## src/rtl/image_load_scheduler.sv

```systemverilog
// -----------------------------------------------------------------------------
// image_load_scheduler
//   Sequences a host image upload into the frame buffer. Pixels arriving from
//   the UART loader (no backpressure) are buffered in a small show-ahead FIFO
//   and written out as linear-address requests over a valid/ready write port.
//   One full frame (H_ACT*V_ACT pixels) is counted. Status flags let the
//   display/camera path stay off the buffer while a frame is loading.
//
// Ports
//   clk_clk        in   single clock
//   reset_reset_n  in   synchronous reset, active low
//   i_start        in   pulse: start loading a frame (only honoured in IDLE)
//   i_abort        in   pulse: cancel the load and flush the FIFO
//   i_pix_data     in   RGB888 pixel
//   i_pix_valid    in   i_pix_data valid this cycle
//   o_wr_addr      out  frame-buffer write address
//   o_wr_data      out  pixel to write (FIFO head)
//   o_wr_valid     out  write request pending
//   i_wr_ready     in   write accepted when o_wr_valid && i_wr_ready
//   o_busy         out  high while loading or draining
//   o_done         out  one-cycle pulse when the whole frame is written
//   o_overflow     out  sticky: a pixel was dropped on a full FIFO
//   o_pix_cnt      out  pixels accepted in the current frame
// -----------------------------------------------------------------------------
module image_load_scheduler #(
  parameter int          H_ACT      = 640,
  parameter int          V_ACT      = 480,
  parameter int          ADDR_W     = 23,
  parameter int unsigned BASE_ADDR  = 0,
  parameter int          FIFO_DEPTH = 8
) (
  input  logic              clk_clk,
  input  logic              reset_reset_n,
  input  logic              i_start,
  input  logic              i_abort,
  input  logic [23:0]       i_pix_data,
  input  logic              i_pix_valid,
  output logic [ADDR_W-1:0] o_wr_addr,
  output logic [23:0]       o_wr_data,
  output logic              o_wr_valid,
  input  logic              i_wr_ready,
  output logic              o_busy,
  output logic              o_done,
  output logic              o_overflow,
  output logic [19:0]       o_pix_cnt
);

  localparam int                PTR_W     = (FIFO_DEPTH > 1) ? $clog2(FIFO_DEPTH) : 1;
  localparam logic [PTR_W:0]    DEPTH_C   = (PTR_W+1)'(FIFO_DEPTH);
  localparam logic [19:0]       FRAME_PIX = 20'(H_ACT * V_ACT);
  localparam logic [ADDR_W-1:0] BASE_C    = ADDR_W'(BASE_ADDR);

  typedef enum logic [1:0] {
    S_IDLE  = 2'd0,
    S_LOAD  = 2'd1,
    S_DRAIN = 2'd2,
    S_DONE  = 2'd3
  } state_t;

  state_t            state_q;
  logic [23:0]       mem_q [FIFO_DEPTH];
  logic [PTR_W-1:0]  wr_ptr_q, rd_ptr_q;
  logic [PTR_W:0]    cnt_q;
  logic [ADDR_W-1:0] addr_q;
  logic [19:0]       pix_cnt_q;
  logic              ovf_q;
  logic              done_q;

  logic active, fifo_empty, fifo_full, wr_valid;
  logic take, push, pop, drop, last_pix, abort;

  always_comb begin
    active     = (state_q == S_LOAD) || (state_q == S_DRAIN);
    fifo_empty = (cnt_q == '0);
    fifo_full  = (cnt_q == DEPTH_C);
    wr_valid   = !fifo_empty && active;
    pop        = wr_valid && i_wr_ready;
    // Every pixel seen in LOAD counts toward the frame, even if it is dropped,
    // so the frame length stays aligned with the loader.
    take       = (state_q == S_LOAD) && i_pix_valid;
    // A full FIFO still accepts a push when a pop frees a slot in the same cycle.
    push       = take && (!fifo_full || pop);
    drop       = take && fifo_full && !pop;
    last_pix   = take && (pix_cnt_q == FRAME_PIX - 20'd1);
    abort      = i_abort && (state_q != S_IDLE);
  end

  // Pixel storage carries data only; it needs no reset.
  always_ff @(posedge clk_clk) begin
    if (push) begin
      mem_q[wr_ptr_q] <= i_pix_data;
    end
  end

  always_ff @(posedge clk_clk) begin
    if (!reset_reset_n) begin
      state_q   <= S_IDLE;
      wr_ptr_q  <= '0;
      rd_ptr_q  <= '0;
      cnt_q     <= '0;
      addr_q    <= BASE_C;
      pix_cnt_q <= '0;
      ovf_q     <= 1'b0;
      done_q    <= 1'b0;
    end else begin
      done_q <= 1'b0;

      // A completed handshake is honoured even in the cycle an abort lands.
      if (pop) begin
        addr_q <= addr_q + 1'b1;
      end

      if (abort) begin
        // Abort beats start and frame completion; counters keep their values.
        state_q  <= S_IDLE;
        wr_ptr_q <= '0;
        rd_ptr_q <= '0;
        cnt_q    <= '0;
      end else begin
        if (active) begin
          if (push) begin
            wr_ptr_q <= wr_ptr_q + 1'b1;
          end
          if (pop) begin
            rd_ptr_q <= rd_ptr_q + 1'b1;
          end
          if (push && !pop) begin
            cnt_q <= cnt_q + 1'b1;
          end else if (pop && !push) begin
            cnt_q <= cnt_q - 1'b1;
          end
        end

        case (state_q)
          S_IDLE: begin
            if (i_start) begin
              state_q   <= S_LOAD;
              pix_cnt_q <= '0;
              ovf_q     <= 1'b0;
              addr_q    <= BASE_C;
              wr_ptr_q  <= '0;
              rd_ptr_q  <= '0;
              cnt_q     <= '0;
            end
          end
          S_LOAD: begin
            if (take) begin
              pix_cnt_q <= pix_cnt_q + 20'd1;
            end
            if (drop) begin
              ovf_q <= 1'b1;
            end
            if (last_pix) begin
              state_q <= S_DRAIN;
            end
          end
          S_DRAIN: begin
            // Empty FIFO means no request is outstanding on the write port.
            if (fifo_empty) begin
              state_q <= S_DONE;
              done_q  <= 1'b1;
            end
          end
          S_DONE: begin
            state_q <= S_IDLE;
          end
          default: begin
            state_q <= S_IDLE;
          end
        endcase
      end
    end
  end

  assign o_wr_valid = wr_valid;
  // Gate the head so an idle or freshly reset port presents zero data.
  assign o_wr_data  = wr_valid ? mem_q[rd_ptr_q] : 24'd0;
  assign o_wr_addr  = addr_q;
  assign o_busy     = active;
  assign o_done     = done_q;
  assign o_overflow = ovf_q;
  assign o_pix_cnt  = pix_cnt_q;

endmodule

```

## config.mk

```make
export PLATFORM = sky130hd
export DESIGN_NAME = image_load_scheduler
export DESIGN_NICKNAME = d
export VERILOG_FILES = /design/src/rtl/image_load_scheduler.sv
export SDC_FILE = /design/constraint.sdc
export NUM_CORES = 1
export LEC_CHECK = 0
export ABC_CLOCK_PERIOD_IN_PS = 4800
export BUFFER_PORTS_ARGS = -buffer_cell sky130_fd_sc_hd__buf_2
export CAP_MARGIN = 0
export CELL_PAD_IN_SITES_DETAIL_PLACEMENT = 0
export CELL_PAD_IN_SITES_GLOBAL_PLACEMENT = 1
export CORE_UTILIZATION = 49
export DETAILED_ROUTE_END_ITERATION = 8
export PLACE_DENSITY = 0.87
export SETUP_SLACK_MARGIN = 0.5
export SYNTH_ARGS = -nofsm -noshare
export SYNTH_HDL_FRONTEND = slang
export SYNTH_SLANG_ARGS = --single-unit
```

## constraint.sdc

```tcl
create_clock -name clk_clk -period 4.8 [get_ports clk_clk]
set_input_delay 0.24 -clock clk_clk [delete_from_list [all_inputs] [get_ports clk_clk]]
set_output_delay 0.24 -clock clk_clk [all_outputs]
set_load 0.005 [all_outputs]
```

After elaboration in Yosys (flattened, before gate mapping). Memory sizes are Yosys's and may differ from the RTL's. A register that Yosys moved wholly into a read port is not among the register bits. Cells that the tools add are included.

Bits in registers: 57. Memories: 1. Word-level logic and storage cells: 85. Output and inout port bits: 71. RAM bits: 192.

Memories: mem_q (words 8, bits a word 24, read ports 1, clocked after memory_dff 1, wr ports 1, RTL line 61) `logic [23:0] mem_q [FIFO_DEPTH];`.

Add/sub/neg operators: 6. Reduce and logical (&&, ||, !) cells: 25. Bitwise operators: 3. Equal/unequal tests: 10. Muxes and demuxes: 32.

Operators by type and width (count): $mux 23 (4); $mux 20 (2); $pmux 20 s2 (1); $mux 3 (9); $mux 24 (1); $add 23x1->23 const B (1); $add 20x1->20 const B (1); $eq 20x19->1 const B (1); $mux 4 (5); $logic_and 1x1->1 (10); $ne 2x2->1 const B (5); $pmux 2 s4 (1); $reduce_and 4->1 (2); $add 3x1->3 const B (2); $mux 2 (3); $mux 1 (5); $add 4x1->4 const B (1); $eq 2x2->1 const B (2); $eq 4x4->1 const B (1); $logic_not 1->1 (4); $logic_not 4->1 (1); $reduce_bool 2->1 (2); $sub 4x1->4 const B (1); $not 1->1 (3); other kinds (7) (8).

Longest topological paths before layout. Gate-level depths: netlist of run 1.

Word-level depth: 13. Depth in mapped cells: 9.

Worst setup path after synthesis of run 1. No wires, ideal clock.

Kind: register to register. Start point: register cnt_q[0]. End point: memory mem_q[0][0], enable pin. Stages on the path, launching flop included: 8. Arrival time: 3.062 ns. Setup time: 0.435 ns. Setup slack: 1.303 ns. Buffers on the path: 1. Path through: dfxtp_1 -> inv_1 -> ha_1 -> buf_2 -> and3b_1 -> a21oi_1 -> nand2b_1 -> nor3_1.

Longest elaborated chain between the ends: 8. Elaborated cells on any way between the ends: 10. Those cells by class: eq/ne: 1; mux: 2; reduce/logical: 7.

RTL lines: start, declared (RTL line 63) `logic [PTR_W:0] cnt_q;`; start signal, assigned (RTL line 128) `cnt_q <= cnt_q + 1'b1;`; start signal, assigned (RTL line 130) `cnt_q <= cnt_q - 1'b1;`; $logic_not 4->1 (RTL line 74) `fifo_empty = (cnt_q == '0);`; $logic_not 1->1 (RTL line 76) `wr_valid = !fifo_empty && active;`; $logic_and 1x1->1 (RTL line 76); $logic_and 1x1->1 (RTL line 77) `pop = wr_valid && i_wr_ready;`; $logic_or 1x1->1 * (RTL line 82) `push = take && (!fifo_full || pop);`; $logic_and 1x1->1 * (RTL line 82); $mux 1 * (RTL line 90) `if (push) begin`; $mux 1 (implied by the code) * (RTL line 91) `mem_q[wr_ptr_q] <= i_pix_data;`; end, declared (RTL line 61).

Mark *: on every way between the ends. The rest lies on a longest branch, timed or not.

Worst setup path after layout of run 1.
Start point: register state_q[0]. End point: memory mem_q[1][11], enable pin.

Longest elaborated chain between the ends: 8. Elaborated cells on any way between the ends: 10. Those cells by class: eq/ne: 2; mux: 2; reduce/logical: 6.

RTL lines: start, declared (RTL line 60) `state_t state_q;`; start signal, assigned (RTL line 97) `state_q <= S_IDLE;`; start signal, assigned (RTL line 115) `state_q <= S_IDLE;`; start signal, assigned (RTL line 137) `state_q <= S_LOAD;`; $eq 2x1->1 / $eq 2x2->1 (equally long branches) (RTL line 73, 80); $logic_or 1x1->1 (RTL line 73) `active = (state_q == S_LOAD) || (state_q == S_DRAIN);`; $logic_and 1x1->1 (RTL line 76); $logic_and 1x1->1 (RTL line 77); $logic_or 1x1->1 (RTL line 82); $logic_and 1x1->1 * (RTL line 82); $mux 1 * (RTL line 90); $mux 1 (implied by the code) * (RTL line 91).

Marks and branches as above.

==> flow_summary.toml, run 1 <==
[run_status]
outcome = "completed"

[setup_path]
endpoint_kind = "flip-flop"
worstPathMaxFanout = 15
start_kind = "flip-flop"
crit_arrival_ns = 3.55
path_delay_family = "simple AND/OR/NAND/NOR gates"
crit_path_max_incr_delay_ns = 0.72
path_common_cell = "nand2_1"
required_ns = 5.02
path_cells = "inv_1, ha_1, nand2_1, a21oi_1, nand2_1, nor3_2, buf_4"
worstSetupPathType = "flip-flop to flip-flop"
worst-path-buf-inv = 2
cpMaxStageDelayCell = "nor3_2"

[synth]
synthTopCellsByArea = "edfxtp_1, dfxtp_1, mux4_2"
yosysWarningCount = 0
synth_nets = 710
synth.yosys.seq_area_share_pct = 67.47
syn-instance-count = 671
synthTopCellsByCount = "edfxtp_1, nor2_1, dfxtp_1, mux4_2, nand2_1"
synth_flop_cell = "edfxtp_1"
synth_top_cell_area_share_pct = 56.33
netlist.top_cell.by_area = "edfxtp_1"
ys_ff_latch = 249
syn_area_sq_um = 10240
synth-edff-count = 192
synth.most_common_cell = "edfxtp_1"
postSynthAreaPerCell_sq_um = 15.25
synthArstFlopShare_pct = 0
ys_types = 52

[floorplanning]
fp.dieW_um = 146.5
die_y_um = 146.5
num_rows = 52
die_area_sq_um = 21470
start_util_pct = 50.26
io_pins = 101
core_area_sq_um = 20360

[route]
wl_per_cell_um = 19.94
drtIter0Drc = 462
routed_wl_um = 21500
vias_per_cell = 5.689
remaining_drc_errors = 0
ant_nets = 0
drtPass1Iterations = 5
detailroute.via_count = 6133

[final_layout]
fill_cells = 1522
post-route-util_pct = 58.67
multiInputGateArea_sq_um = 3179
areaGrowthSynthToFinish_pct = 16.72
fin_nets = 827
antenna_cells = 0
ff_latch_area_sq_um = 6913
drive_gt1_share_pct = 26.49

[sta]
period_needed_ns = 3.329
hold_ws_ns = 0.002271
fmax_mhz = 300.4
hold_violations = 0
relSlewSlack_pct = 20.27
clock-skew-final_ns = 0.01490
tns_ns = 0
worst_pin_slew_ns = 1.188
rsz0062_at_grt = "false"
maxSlewViolCount = 0
finalSetupViolations = 0
fin_crit_sh_pct = 69.35

[cts]
clk_pin_slew_worst_paths_ns = 0.06
htreeDepth = 1
cts.sinks = 249
cts_tree = "yes"
post_cts_resized = 0
insertion_delay_ns = 0.53
cts_buffer_depth = 3
cts_root_buffer = "clkbuf_16"
cts_buffers = 26

[global_route]
grt_usage_pct = 20.47
grt_remaining_overflow = 0
grt_max_degree = 51
grt_first_pass_wirelength_um = 34140
antenna_found_initial = 1
grt_pass1_vias = 6312

[placement]
gp_congestion = 0.8814
place_hpwl_um = 13770
port_buffers = 100

[power_and_ir_drop]
p_leak_uw = 0.003960
power.density_nw_per_um2 = 394.8
peakVddDrop_mv = 0.2531
power_uw = 4717

[hold_path]
hold_class = "input port to flip-flop"

[job]
drv_cap = 0
## state kept, by name, indices dropped and copies added (netlist names)
register and count:
cnt_q 4, o_pix_cnt 20, o_done 1, o_wr_addr 23
mem_q 192, o_overflow 1, state_q 2, wr_ptr_q 3
rd_ptr_q 3
## power breakdown
part | switching [uW] | internal [uW]
sequential | 19.8 | 2370
combinational | 301 | 143
clock | 799 | 1080
total | 1120 | 3600
## kinds of logic (layout without fill, tap and decap cells)
group	Yosys count	after routing	synth area share, %
flops	249	249	67.47
simple gates	206	206	10.22
mux	76	76	13.31
compound gates	56	56	3.447
buf+inv	43	180	1.711
xor+xnor	32	32	2.738
fa+ha+maj	9	9	1.100
## stage by stage
| step | std cells | cell area, sq um | setup slack (ns) |
|---|---|---|---|
| after global placement | 1020 | 11050 | 1.683 |
| final | 1078 | 11950 | 1.471 |
| after detailed placement | 1020 | 11050 | 1.495 |
| after CTS | 1078 | 11950 | 1.474 |
| after global routing | 1078 | 11950 | 1.218 |
| after floorplan | 671 | 10240 | 1.303 |
## final timing paths
check	cells after the start	endpoint	start	slack [ns]
worst max-delay path	7	mem_q[1][11]$_DFFE_PP_	state_q[0]$_SDFFE_PP0P_	1.47
worst min-delay path	1	mem_q[1][10]$_DFFE_PP_	i_pix_data[10]	0.002
worst max register to register	7	mem_q[1][11]$_DFFE_PP_	state_q[0]$_SDFFE_PP0P_	1.47
worst min register to register	2	o_pix_cnt[9]$_SDFFE_PN0P_	o_pix_cnt[9]$_SDFFE_PN0P_	0.49
## metal layers
metal	up-vias	part of all wire, %	wire length (um)	global-route usage, %
met5	-	0.051	11	0
li1	2830	-	-	-
met1	3082	42	9006	26.45
met4	2	2.1	454	5.938
met3	38	5.3	1142	3.688
met2	181	51	10880	35.40
## repair_timing
| item | CTS | global route |
|---|---|---|
| hold endpoints to repair | 62 | 0 |
| hold buffers | 10 | 0 |
| setup buffers | 0 | 0 |
## area by class of cell
type | instances | share of cell area, %
inverter | 13 | 0.4084
clock inverter | 12 | 0.7750
clock buffer | 36 | 5.927
multi-input combinational | 379 | 26.61
tap | 270 | 2.828
sequential | 249 | 57.86
timing repair buffer | 119 | 5.592
## cells in the final DEF (no fill, tap or decap), types with 8 or more instances in the layout
cell | synthesis | layout
nand3_1 | 15 | 15
o21ai_0 | 18 | 18
nor2b_1 | 8 | 8
edfxtp_1 | 192 | 192
dlygate4sd3_1 | 0 | 10
clkbuf_1 | 17 | 8
mux2i_1 | 27 | 27
nor2_1 | 68 | 62
inv_1 | 13 | 13
clkbuf_16 | 0 | 26
ha_1 | 9 | 9
xnor2_1 | 22 | 22
buf_4 | 0 | 9
nand4_1 | 13 | 13
nand2_1 | 35 | 35
dfxtp_1 | 57 | 54
xor2_1 | 10 | 10
buf_2 | 5 | 100
nor3_1 | 13 | 11
mux4_2 | 48 | 48
a21oi_1 | 18 | 18
nor4_1 | 10 | 10
(Power assumes the default switching activity.)
==> run 2: changes to the inputs <==
ABC_CLOCK_PERIOD_IN_PS = 2900   (was 4800)
CORE_UTILIZATION = 45   (was 49)
PLACE_DENSITY = 0.84   (was 0.87)
clock period = 2.9 ns   (was 4.8 ns; I/O delays follow)
==> run 2 against run 1 <==
  * The flow now finishes with violations (design-rule violations)
  * Register-to-register slack lost 0.88 ns
  * Die area rose by 8.8%
  * Routed wire length increased by 0.90%
  * Sequential power rose by 65%
  * Clock skew is 0.0058 ns lower
  * Flip-flop and latch count did not move
  * Count of clock-buffer cells in the layout fell by 8
  * Maximum frequency up 44%
  * Sequential share of layout area is 3.4 points lower
  * Global-route usage down 1.6 points
==> flow_summary.toml, run 2 (same netlist as run 1, synthesis figures left out) <==
[run_status]
outcome = "complete, but fails checks"
violations = "design-rule violations"

[cts]
cts_buffers = 26
insertion_delay_ns = 0.53
clk_pin_slew_worst_paths_ns = 0.06
cts_tree = "yes"
cts.sinks = 249
cts_root_buffer = "clkbuf_16"
cts_buffer_depth = 3
htreeDepth = 1

[setup_path]
reg2reg_depth = 8
start_kind = "flip-flop"
endpoint_kind = "flip-flop"
required_ns = 3.11
crit_arrival_ns = 2.51
r2r-start = "cnt_q[0]$_SDFF_PP0_"
r2r-end = "mem_q[3][3]$_DFFE_PP_"
worstSetupPathType = "flip-flop to flip-flop"
rrSetupSlack_ns = 0.59
worstPathMaxFanout = 24

[hold_path]
whs_path_depth = 5
hold_class = "input port to flip-flop"
min_to = "wr_ptr_q[1]$_SDFF_PP0_"
hold_start = "i_pix_valid"

[floorplanning]
num_rows = 54
start_util_pct = 46.33
die_y_um = 152.8
fp.dieW_um = 152.8
io_pins = 101
die_area_sq_um = 23350
core_area_sq_um = 22090

[sta]
rsz0062_at_grt = "false"
fmax_mhz = 433.2
clock-skew-final_ns = 0.009073
finalSetupViolations = 0
fin_crit_sh_pct = 79.60
relSlewSlack_pct = 43.97
hold_ws_ns = 0.1418
tns_ns = 0
period_needed_ns = 2.308
worst_pin_slew_ns = 0.8384
maxSlewViolCount = 0
hold_violations = 0

[global_route]
grt_remaining_overflow = 0
grt_usage_pct = 18.84
grt_first_pass_wirelength_um = 34350
antenna_found_initial = 1
grt_pass1_vias = 6321
grt_max_degree = 31

[final_layout]
largest_register_ffs = 192
top_register = "mem_q"
drive_gt1_share_pct = 30.09
final_common_cell = "edfxtp_1"
layout_common_cells = "edfxtp_1, buf_2, nor2_1"
areaGrowthSynthToFinish_pct = 24.12
fill_cells = 1721
post-route-util_pct = 57.50
fin_nets = 863

[placement]
place_hpwl_um = 12830
gp_congestion = 0.8210
port_buffers = 100

[route]
ant_nets = 0
routed_wl_um = 21690
remaining_drc_errors = 3
vias_per_cell = 5.538
wl_per_cell_um = 19.28
detailroute.via_count = 6230
drtIter0Drc = 398
drtPass1Iterations = 9

[power_and_ir_drop]
peakVddDrop_mv = 0.4715
p_leak_uw = 0.004274
power.density_nw_per_um2 = 687.5

[job]
drv_cap = 0
==> run 2: cell types whose count changed in the layout (fill, tap and decap cells not counted), sizes merged, moves of 5 or more <==
cell	change
clkinvlp	+5
buf	+18
clkinv	-6
bufinv	+9
clkbuf	-8
dlygate4sd3	+17
==> run 2: layer usage <==
layer  track usage, %  vias to the layer above  part of all wire, %
li1                 -                     2905                    -
met1            24.57                     3108                   43
met2            32.02                      172                   49
met3            2.977                       45                  5.0
met4            6.830                        0                  2.7
met5                0                        -                    0
==> run 2: area by class of cell <==
| type | instances | area, sq um | share of cell area (%) |
|---|---|---|---|
| flip-flops and latches | 249 | 6917 | 54.44 |
| multi-input cells | 379 | 3256 | 25.63 |
| repair buffers | 155 | 1102 | 8.676 |
| clock buffers | 28 | 658.1 | 5.180 |
| clock inverters | 20 | 370.4 | 2.915 |
| well taps | 280 | 350.3 | 2.758 |
| inverters | 13 | 48.80 | 0.3841 |
| diodes | 1 | 2.502 | 0.01970 |
==> run 2: stage by stage <==
stage | setup slack [ns] | std cells | area [sq um] | total power (uW)
floorplan | 0.4480 | 671 | 10280 | 4517
global placement | 0.5288 | 1041 | 11200 | 4793
detailed placement | 0.5017 | 1041 | 11200 | 4807
CTS | 0.5090 | 1123 | 12640 | 8767
global route | 0.4986 | 1125 | 12700 | 9021
finish | 0.5917 | 1125 | 12700 | 8734
==> run 2: critical path: stages, from the launching register on <==
cell and delay [ns]:
dfxtp_1 0.43, inv_2 0.09, ha_4 0.18, buf_4 0.15
and3b_1 0.22, a21oi_4 0.24, nand2_1 0.22, nor2_2 0.17
buf_6 0.28
==> run 2: where the power goes <==
| part | internal (uW) | switching [uW] | total (uW) |
|---|---|---|---|
| sequential | 3920 | 31.9 | 3950 |
| combinational | 326 | 541 | 867 |
| clock | 2540 | 1380 | 3920 |
| total | 6790 | 1950 | 8730 |
==> run 2: worst max-delay path by stage <==
stage,start,endpoint,slack [ns],cells past startpoint
after global placement,state_q[1]$_SDFFE_PP0P_,state_q[1]$_SDFFE_PP0P_,0.53,7
final,cnt_q[0]$_SDFF_PP0_,mem_q[3][3]$_DFFE_PP_,0.59,8
after floorplan,cnt_q[0]$_SDFF_PP0_,mem_q[6][0]$_DFFE_PP_,0.45,7
after global routing,cnt_q[0]$_SDFF_PP0_,mem_q[5][1]$_DFFE_PP_,0.50,8
after CTS,cnt_q[1]$_SDFF_PP0_,o_wr_data[4],0.51,7
after detailed placement,state_q[1]$_SDFFE_PP0P_,state_q[1]$_SDFFE_PP0P_,0.50,7
==> run 2: timing repair <==
action / 4_1_cts / 5_1_grt
hold buffers: 27 / 0
setup buffers: 6 / 1
endpoints found under the hold margin: 197 / 0
pin swaps: 1 / 1
gates cloned: 1 / 0
setup endpoints to repair: 54 / 211
resized for setup: 12 / 16
